`src/rtl/uart_arb_pkg.sv`:
```
// Shared types and constants for the two-master UART slave-port arbiter.
package uart_arb_pkg;

  typedef enum logic [1:0] {
    ST_IDLE = 2'd0,
    ST_BUSY = 2'd1,
    ST_RESP = 2'd2
  } state_t;

  localparam logic [31:0] ERR_RDATA = 32'hFFFF_FFFF;

endpackage

```
`src/rtl/uart_mem_arbiter_if.sv`:
```
// picorv32-style native memory bus; the err line is only meaningful towards a master.
interface uart_mem_arbiter_if;
  logic        mem_valid;
  logic [31:0] mem_addr;
  logic [31:0] mem_wdata;
  logic [3:0]  mem_wstrb;
  logic        mem_ready;
  logic [31:0] mem_rdata;
  logic        mem_err;

  modport master (
    output mem_valid, mem_addr, mem_wdata, mem_wstrb,
    input  mem_ready, mem_rdata
  );

  modport slave (
    input  mem_valid, mem_addr, mem_wdata, mem_wstrb,
    output mem_ready, mem_rdata, mem_err
  );
endinterface

```
`src/rtl/uart_mem_arbiter.sv`:
```
// Round-robin arbiter sharing the UART slave port between two bus masters,
// with a per-transfer stall timeout that completes the transfer with an error.
module uart_mem_arbiter
  import uart_arb_pkg::*;
#(
  parameter int unsigned TIMEOUT   = 1024,
  parameter logic [23:0] ADDR_BASE = 24'h800000
) (
  input  logic                clk,
  input  logic                resetn,
  uart_mem_arbiter_if.slave   m0,
  uart_mem_arbiter_if.slave   m1,
  uart_mem_arbiter_if.master  s,
  output logic                timeout_pulse
);

  localparam int unsigned CW = (TIMEOUT > 0) ? $clog2(TIMEOUT + 1) : 1;

  state_t         state, state_next;
  logic           last_grant;
  logic           gnt;
  logic [CW-1:0]  cnt;
  logic [31:0]    rdata_q;
  logic           err_q;
  logic           req0, req1, pick, timeout_hit;

  // Tie goes to the master that was not served last; otherwise the lone requester.
  function automatic logic rr_pick(input logic r0, input logic r1, input logic last);
    if (r0 && r1) return ~last;
    return r1;
  endfunction

  assign req0        = m0.mem_valid && (m0.mem_addr[31:8] == ADDR_BASE);
  assign req1        = m1.mem_valid && (m1.mem_addr[31:8] == ADDR_BASE);
  assign pick        = rr_pick(req0, req1, last_grant);
  assign timeout_hit = (TIMEOUT != 0) && (cnt == CW'(TIMEOUT - 1));

  always_ff @(posedge clk) begin
    if (!resetn) begin
      state       <= ST_IDLE;
      last_grant  <= 1'b1;
      gnt         <= 1'b0;
      cnt         <= '0;
      rdata_q     <= '0;
      err_q       <= 1'b0;
      s.mem_valid <= 1'b0;
      s.mem_addr  <= '0;
      s.mem_wdata <= '0;
      s.mem_wstrb <= '0;
    end else begin
      state <= state_next;
      case (state)
        ST_IDLE: begin
          if (req0 || req1) begin
            gnt         <= pick;
            last_grant  <= pick;
            cnt         <= '0;
            s.mem_valid <= 1'b1;
            s.mem_addr  <= pick ? m1.mem_addr  : m0.mem_addr;
            s.mem_wdata <= pick ? m1.mem_wdata : m0.mem_wdata;
            s.mem_wstrb <= pick ? m1.mem_wstrb : m0.mem_wstrb;
          end
        end
        ST_BUSY: begin
          // Slave ready takes priority over a coincident timeout.
          if (s.mem_ready) begin
            rdata_q     <= s.mem_rdata;
            err_q       <= 1'b0;
            s.mem_valid <= 1'b0;
            cnt         <= '0;
          end else if (timeout_hit) begin
            rdata_q     <= ERR_RDATA;
            err_q       <= 1'b1;
            s.mem_valid <= 1'b0;
            cnt         <= '0;
          end else begin
            cnt <= cnt + CW'(1);
          end
        end
        default: ;
      endcase
    end
  end

  always_comb begin
    state_next    = state;
    m0.mem_ready  = 1'b0;
    m0.mem_rdata  = '0;
    m0.mem_err    = 1'b0;
    m1.mem_ready  = 1'b0;
    m1.mem_rdata  = '0;
    m1.mem_err    = 1'b0;
    timeout_pulse = 1'b0;
    case (state)
      ST_IDLE: if (req0 || req1) state_next = ST_BUSY;
      ST_BUSY: if (s.mem_ready || timeout_hit) state_next = ST_RESP;
      ST_RESP: begin
        state_next    = ST_IDLE;
        timeout_pulse = err_q;
        if (gnt) begin
          m1.mem_ready = 1'b1;
          m1.mem_rdata = rdata_q;
          m1.mem_err   = err_q;
        end else begin
          m0.mem_ready = 1'b1;
          m0.mem_rdata = rdata_q;
          m0.mem_err   = err_q;
        end
      end
      default: state_next = ST_IDLE;
    endcase
  end

endmodule

```
`src/flat_wrapper.sv`:
```
// flat-port wrapper written by rule: the top's interface ports become plain ports
module uart_mem_arbiter_flat import uart_arb_pkg::*;
#(
  parameter int unsigned TIMEOUT   = 1024,
  parameter logic [23:0] ADDR_BASE = 24'h800000
)
  (clk, resetn, timeout_pulse, m0_mem_valid, m0_mem_addr, m0_mem_wdata, m0_mem_wstrb, m0_mem_ready, m0_mem_rdata, m0_mem_err, m1_mem_valid, m1_mem_addr, m1_mem_wdata, m1_mem_wstrb, m1_mem_ready, m1_mem_rdata, m1_mem_err, s_mem_valid, s_mem_addr, s_mem_wdata, s_mem_wstrb, s_mem_ready, s_mem_rdata);
  uart_mem_arbiter_if m0_i ();
  uart_mem_arbiter_if m1_i ();
  uart_mem_arbiter_if s_i ();
  input  logic clk;
  input  logic resetn;
  output logic timeout_pulse;
  input wire logic [$bits(m0_i.mem_valid)-1:0] m0_mem_valid;
  input wire logic [$bits(m0_i.mem_addr)-1:0] m0_mem_addr;
  input wire logic [$bits(m0_i.mem_wdata)-1:0] m0_mem_wdata;
  input wire logic [$bits(m0_i.mem_wstrb)-1:0] m0_mem_wstrb;
  output wire logic [$bits(m0_i.mem_ready)-1:0] m0_mem_ready;
  output wire logic [$bits(m0_i.mem_rdata)-1:0] m0_mem_rdata;
  output wire logic [$bits(m0_i.mem_err)-1:0] m0_mem_err;
  input wire logic [$bits(m1_i.mem_valid)-1:0] m1_mem_valid;
  input wire logic [$bits(m1_i.mem_addr)-1:0] m1_mem_addr;
  input wire logic [$bits(m1_i.mem_wdata)-1:0] m1_mem_wdata;
  input wire logic [$bits(m1_i.mem_wstrb)-1:0] m1_mem_wstrb;
  output wire logic [$bits(m1_i.mem_ready)-1:0] m1_mem_ready;
  output wire logic [$bits(m1_i.mem_rdata)-1:0] m1_mem_rdata;
  output wire logic [$bits(m1_i.mem_err)-1:0] m1_mem_err;
  output wire logic [$bits(s_i.mem_valid)-1:0] s_mem_valid;
  output wire logic [$bits(s_i.mem_addr)-1:0] s_mem_addr;
  output wire logic [$bits(s_i.mem_wdata)-1:0] s_mem_wdata;
  output wire logic [$bits(s_i.mem_wstrb)-1:0] s_mem_wstrb;
  input wire logic [$bits(s_i.mem_ready)-1:0] s_mem_ready;
  input wire logic [$bits(s_i.mem_rdata)-1:0] s_mem_rdata;
  assign m0_i.mem_valid = m0_mem_valid;
  assign m0_i.mem_addr = m0_mem_addr;
  assign m0_i.mem_wdata = m0_mem_wdata;
  assign m0_i.mem_wstrb = m0_mem_wstrb;
  assign m0_mem_ready = m0_i.mem_ready;
  assign m0_mem_rdata = m0_i.mem_rdata;
  assign m0_mem_err = m0_i.mem_err;
  assign m1_i.mem_valid = m1_mem_valid;
  assign m1_i.mem_addr = m1_mem_addr;
  assign m1_i.mem_wdata = m1_mem_wdata;
  assign m1_i.mem_wstrb = m1_mem_wstrb;
  assign m1_mem_ready = m1_i.mem_ready;
  assign m1_mem_rdata = m1_i.mem_rdata;
  assign m1_mem_err = m1_i.mem_err;
  assign s_mem_valid = s_i.mem_valid;
  assign s_mem_addr = s_i.mem_addr;
  assign s_mem_wdata = s_i.mem_wdata;
  assign s_mem_wstrb = s_i.mem_wstrb;
  assign s_i.mem_ready = s_mem_ready;
  assign s_i.mem_rdata = s_mem_rdata;
  uart_mem_arbiter #(.TIMEOUT(TIMEOUT), .ADDR_BASE(ADDR_BASE)) u_core (.clk(clk), .resetn(resetn), .m0(m0_i), .m1(m1_i), .s(s_i), .timeout_pulse(timeout_pulse));
endmodule
```
`config.mk`:
```
export PLATFORM = sky130hd
export DESIGN_NAME = uart_mem_arbiter_flat
export DESIGN_NICKNAME = d
export VERILOG_FILES = /design/src/rtl/uart_arb_pkg.sv /design/src/rtl/uart_mem_arbiter_if.sv /design/src/rtl/uart_mem_arbiter.sv /design/src/flat_wrapper.sv
export SDC_FILE = /design/constraint.sdc
export NUM_CORES = 1
export LEC_CHECK = 0
export BUFFER_PORTS_ARGS = -buffer_cell sky130_fd_sc_hd__buf_2
export CORE_AREA = 2 2 121 123
export DETAILED_ROUTE_END_ITERATION = 7
export DIE_AREA = 0 0 123 125
export PLACE_DENSITY = 0.82
export SLEW_MARGIN = 25
export SYNTH_ARGS = -nofsm -noshare
export SYNTH_HDL_FRONTEND = slang
export SYNTH_SLANG_ARGS = --single-unit
```
`constraint.sdc`:
```
create_clock -name clk -period 4.3 [get_ports clk]
set_input_delay 0.215 -clock clk [delete_from_list [all_inputs] [get_ports clk]]
set_output_delay 0.215 -clock clk [all_outputs]
set_load 0.005 [all_outputs]
```
==> results.json, run 1 <==
{
  "ys_ff_latch": 117,
  "worstSetupStartpointType": "flop",
  "cp-end-kind": "flop",
  "drt_iter0_markers": 232,
  "setup_tns_ns": 0,
  "fmax_ghz": 0.410,
  "post-place-cells": 1040,
  "io_pins": 311,
  "dr.pass1.iters": 4,
  "yosysTopAreaCellShare_pct": 42.5,
  "relSlewSlack_pct": 36.3,
  "track_usage_pct": 19.2,
  "layout-drive-gt1-share_pct": 45.5,
  "hold_violations": 0,
  "synthTopCellsByArea": "dfxtp_1, a211oi_2, mux2i_1",
  "synth_nets": 766,
  "p_per_area_mw_per_mm2": 347,
  "post_drt_wl_per_cell_um": 14.1,
  "finalWeightedCongestion": 0.850,
  "crit_type": "reg2reg",
  "yosysMostFrequentCell": "dfxtp_1",
  "routed_via_density": 5.01,
  "ys_warn_count": 0,
  "clockRootBuffer": "clkbuf_16",
  "dieArea_mm2": 0.0154,
  "synth-edff-count": 0,
  "cts_tree": "done",
  "fp.coreArea_mm2": 0.0142,
  "cts_setup_buffers": 0,
  "seq_area_frac_synth_pct": 42.5,
  "htree_levels": 4,
  "setup_viol": 0,
  "drc": 0,
  "synth_ff_type": "dfxtp_1",
  "cts.sinks": 117,
  "seqCellArea_mm2": 0.00234,
  "vias": 5367,
  "fin_ws_ns": 1.86,
  "ant_nets": 0,
  "cp_max_fo": 48,
  "fin_crit_ns": 2.44,
  "fin_util_pct": 54.2,
  "initial_core_util_pct": 38.8,
  "grt_pass1_wl_um": 23600,
  "r2r_slack_ns": 1.86,
  "hold_ws_ns": 0.0917,
  "antenna_found_initial": 0,
  "fp.dieH_um": 125,
  "n_fill_cell": 1323,
  "total_power_mw": 2.67,
  "stdcell_count": 1072,
  "port_buffers": 310,
  "hp-class": "in2reg",
  "nets": 1049,
  "clock_latency_ns": 0.40,
  "synth_cell_types": 46,
  "clkTransAtPathRegs_ns": 0.05,
  "avgSynthCellArea_um2": 9.31,
  "hold_buffers": 0,
  "grt_pass1_vias": 5116,
  "ir_worst_vdd_uv": 232,
  "final_max_slew_viol_count": 0,
  "antennaDiodeCount": 0,
  "routed_wl_um": 15100,
  "maxCapViolCount": 0,
  "synth.top_cells.by_count": "dfxtp_1, a21oi_1, and2_1",
  "crit_required_ns": 4.54,
  "cts.repair.resized": 0,
  "postSynthCellCount": 592,
  "place_hpwl_um": 10800,
  "clockBufferDepth": 2,
  "multi_input_area_mm2": 0.00291,
  "status": "complete, no violations",
  "rows": 44,
  "worstMarginPinSlew_ns": 0.952,
  "cts_made_buffers": 17,
  "netlist_area_mm2": 0.00551,
  "yosys.area.top_type": "dfxtp_1",
  "rsz0062_at_grt": "no",
  "leakage_nw": 3.86,
  "fin_skew_ns": 0.00962,
  "grt.overflow.total": 0,
  "grt_max_degree": 66,
  "place_area_mm2": 0.00709,
  "async_reset_ff_share_pct": 0,
  "post-route-period-util_pct": 56.7,
  "synthToLayoutAreaGrowth_pct": 39.8,
  "dpl_worst_slack_ns": 1.58,
  "cp.arrival_ns": 2.68,
  "die_w_um": 123,
  "fin_area_mm2": 0.00770
}
-- cell type report --
class                      instances  share of cell area [%]
multi-input combinational        420                    37.7
sequential                       117                    30.4
timing repair buffer             316                    20.7
clock buffer                      22                    6.02
tap                              184                    2.99
clock inverter                    10                    1.98
inverter                           3                   0.146
-- placed cells by master, fill, tap and decap left out, types with 3 or more instances in the layout --
master     instances
a211oi_2          38
nand3_1            5
clkbuf_1           3
mux2i_1           44
clkbuf_16         17
a21oi_1           82
a211oi_1          10
nor4b_1            3
nor4_1             6
a31oi_1            4
nand4_1            5
nor2_1            43
nor4_2             3
bufinv_16          4
o21ai_0           40
buf_2            310
o21a_1             4
clkinv_2           5
nor3_1             6
and2_1            66
buf_4              6
dfxtp_1          117
nand2_1            8
and3_1            25
-- power by group --
| part | internal [mW] | switching (mW) |
|---|---|---|
| registers | 1.09 | 0.0000000455 |
| clock network | 0.994 | 0.460 |
| logic | 0.0703 | 0.0617 |
-- cells by family (layout without fill, tap and decap cells) --
kind of cell               count (synthesis)  in the layout  synth area share (%)
AOI/OAI and AO/OA                        190            190                  24.3
and+or+nand+nor                          185            185                  19.5
DFF                                      117            117                  42.5
buffers and inverters                     55            351                  5.49
muxes                                     44             44                  7.99
adders and majority gates                  1              1                 0.227
-- flip-flops by register name, summed over array words and instances (netlist names) --
register and count:
u_core.last_grant 1, u_core.s.mem_wstrb 4, u_core.s.mem_addr 32, u_core.err_q 1, u_core.rdata_q 32, u_core.gnt 1, u_core.s.mem_wdata 32, u_core.s.mem_valid 1
u_core.state 2, u_core.cnt 11
-- routing by layer --
| metal | part of all wire (%) | GRT usage [%] |
|---|---|---|
| met1 | 40 | 20.7 |
| met2 | 50 | 35.1 |
| met3 | 7.2 | 4.79 |
| met4 | 2.0 | 7.95 |
| met5 | 0 | 0 |
-- critical path, cell delays in order (launching register included) --
cell	delay, ns
dfxtp_1	0.39
nor2_4	0.12
buf_4	0.42
and2_2	0.79
buf_4	0.41
a211oi_1	0.12
-- path summary, 6_finish.rpt --
| kind | end | startpoint | depth (start not counted) |
|---|---|---|---|
| max | u_core.s.mem_wdata[1] | u_core.state[1] | 5 |
| min | u_core.rdata_q[4] | s_mem_rdata[4] | 3 |
| max reg2reg | u_core.s.mem_wdata[1] | u_core.state[1] | 5 |
| min reg2reg | u_core.s.mem_valid | u_core.s.mem_valid | 2 |
(Power assumes the default switching activity.)
==> run 2: changes to the inputs <==
- clock period: 4.3 -> 2.45 ns (I/O delays scaled with it)
==> results.json, run 2 (same netlist as run 1, synthesis figures left out) <==
{
  "status": "complete, no violations",
  "initial_core_util_pct": 38.8,
  "cts.repair.resized": 0,
  "routed_wl_um": 16500,
  "clockBufferDepth": 2,
  "cp_max_fo": 25,
  "largestRegisters": "u_core.rdata_q (32), u_core.s.mem_addr (32), u_core.s.mem_wdata (32)",
  "grt_pass1_wl_um": 25400,
  "r2r_slack_ns": 0.38,
  "crit_type": "reg2out",
  "dieArea_mm2": 0.0154,
  "setup_viol": 0,
  "clock_latency_ns": 0.40,
  "hp-class": "in2reg",
  "ant_nets": 0,
  "rows": 44,
  "place_hpwl_um": 11500,
  "final_max_slew_viol_count": 0,
  "post-route-period-util_pct": 84.9,
  "htree_levels": 4,
  "dr.pass1.iters": 5,
  "vias": 5688,
  "maxCapViolCount": 0,
  "cts_setup_buffers": 0,
  "cts_made_buffers": 17,
  "crit_required_ns": 2.33,
  "port_buffers": 310,
  "post_drt_wl_per_cell_um": 14.9,
  "hold_violations": 0,
  "rsz0062_at_grt": "no",
  "synthToLayoutAreaGrowth_pct": 47.0,
  "met3RoutedLength_um": 1150,
  "finalWeightedCongestion": 0.863,
  "fp.coreArea_mm2": 0.0142,
  "grt_max_degree": 66,
  "clkTransAtPathRegs_ns": 0.05,
  "fin_skew_ns": 0.00733,
  "hold_ws_ns": 0.0265,
  "die_w_um": 123,
  "clockRootBuffer": "clkbuf_16",
  "stdcell_count": 1108,
  "fp.dieH_um": 125,
  "cp.arrival_ns": 1.96,
  "setup_tns_ns": 0,
  "r2r_start": "u_core.cnt[0]",
  "cts_tree": "done",
  "drc": 0,
  "relSlewSlack_pct": 60.5,
  "layout-drive-gt1-share_pct": 44.6,
  "post-place-cells": 1049,
  "antenna_found_initial": 0,
  "p_per_area_mw_per_mm2": 585,
  "leakage_nw": 4.04,
  "worstSetupStartpointType": "flop",
  "cts.sinks": 117,
  "top_layer_used": "met4",
  "drt_iter0_markers": 219,
  "final_common_cell": "buf_2",
  "mostFrequentLayoutCells": "buf_2, dfxtp_1, a21oi_1",
  "ir_worst_vdd_uv": 431,
  "fin_crit_ns": 2.08,
  "track_usage_pct": 20.7,
  "cp-startpoint": "u_core.state[1]",
  "routed_via_density": 5.13,
  "hold_buffers": 28,
  "grt_pass1_vias": 5360,
  "met1_length_um": 6600,
  "dr_wl_met2_um": 8410,
  "antennaDiodeCount": 0,
  "grt.overflow.total": 0,
  "fmax_ghz": 0.481,
  "cp-end-kind": "primary output",
  "hp-start": "s_mem_rdata[19]",
  "nets": 1086,
  "io_pins": 311,
  "worstMarginPinSlew_ns": 0.591
}
## run 2: changes by cell type in the layout (fill, tap and decap cells not counted), sizes merged
cell and change:
bufinv -1, clkbuf +1, buf +9, clkinv -1, dlygate4sd3 +28
## run 2: area by class of cell
type	count	area, um2
multi-input cells	420	2910
fillers	1290	6100
inverters	3	11.3
clock buffers	23	498
repair buffers	353	1990
flip-flops and latches	117	2340
clock inverters	8	121
well taps	184	230
## run 2: path summary, 6_finish.rpt
check	cells past startpoint	end
min	3	u_core.rdata_q[19]
max reg2reg	7	u_core.rdata_q[14]
max	4	m1_mem_rdata[21]
min reg2reg	1	u_core.s.mem_addr[31]
## run 2: power breakdown
group | leakage (nW) | switching [mW] | internal (mW)
clock | 0.305 | 0.836 | 1.72
combinational | 2.79 | 0.118 | 0.154
sequential | 0.942 | 0.0000000903 | 1.90
## run 2: metal layers
metal / up-vias / global-route usage [%]
met3: 34 / 5.11
li1: 2781 / -
met5: - / 0
met1: 2639 / 22.8
met2: 234 / 37.2
met4: 0 / 9.02
## run 2: per-stage QoR
stage	util (%)	power [mW]	setup WS, ns	instance area, um2
3_5_place_dp	50.7	2.18	0.332	7200
2_1_floorplan	-	2.02	0.659	5510
6_report	57.0	4.74	0.370	8100
5_1_grt	57.0	4.91	0.132	8100
4_1_cts	57.0	4.80	0.371	8100
3_3_place_gp	50.7	2.18	0.407	7200
## run 2: critical path, stage by stage, from the launching register on
cell	delay [ns]
dfxtp_1	0.49
and3b_1	0.47
buf_4	0.32
and2_1	0.16
buf_2	0.11
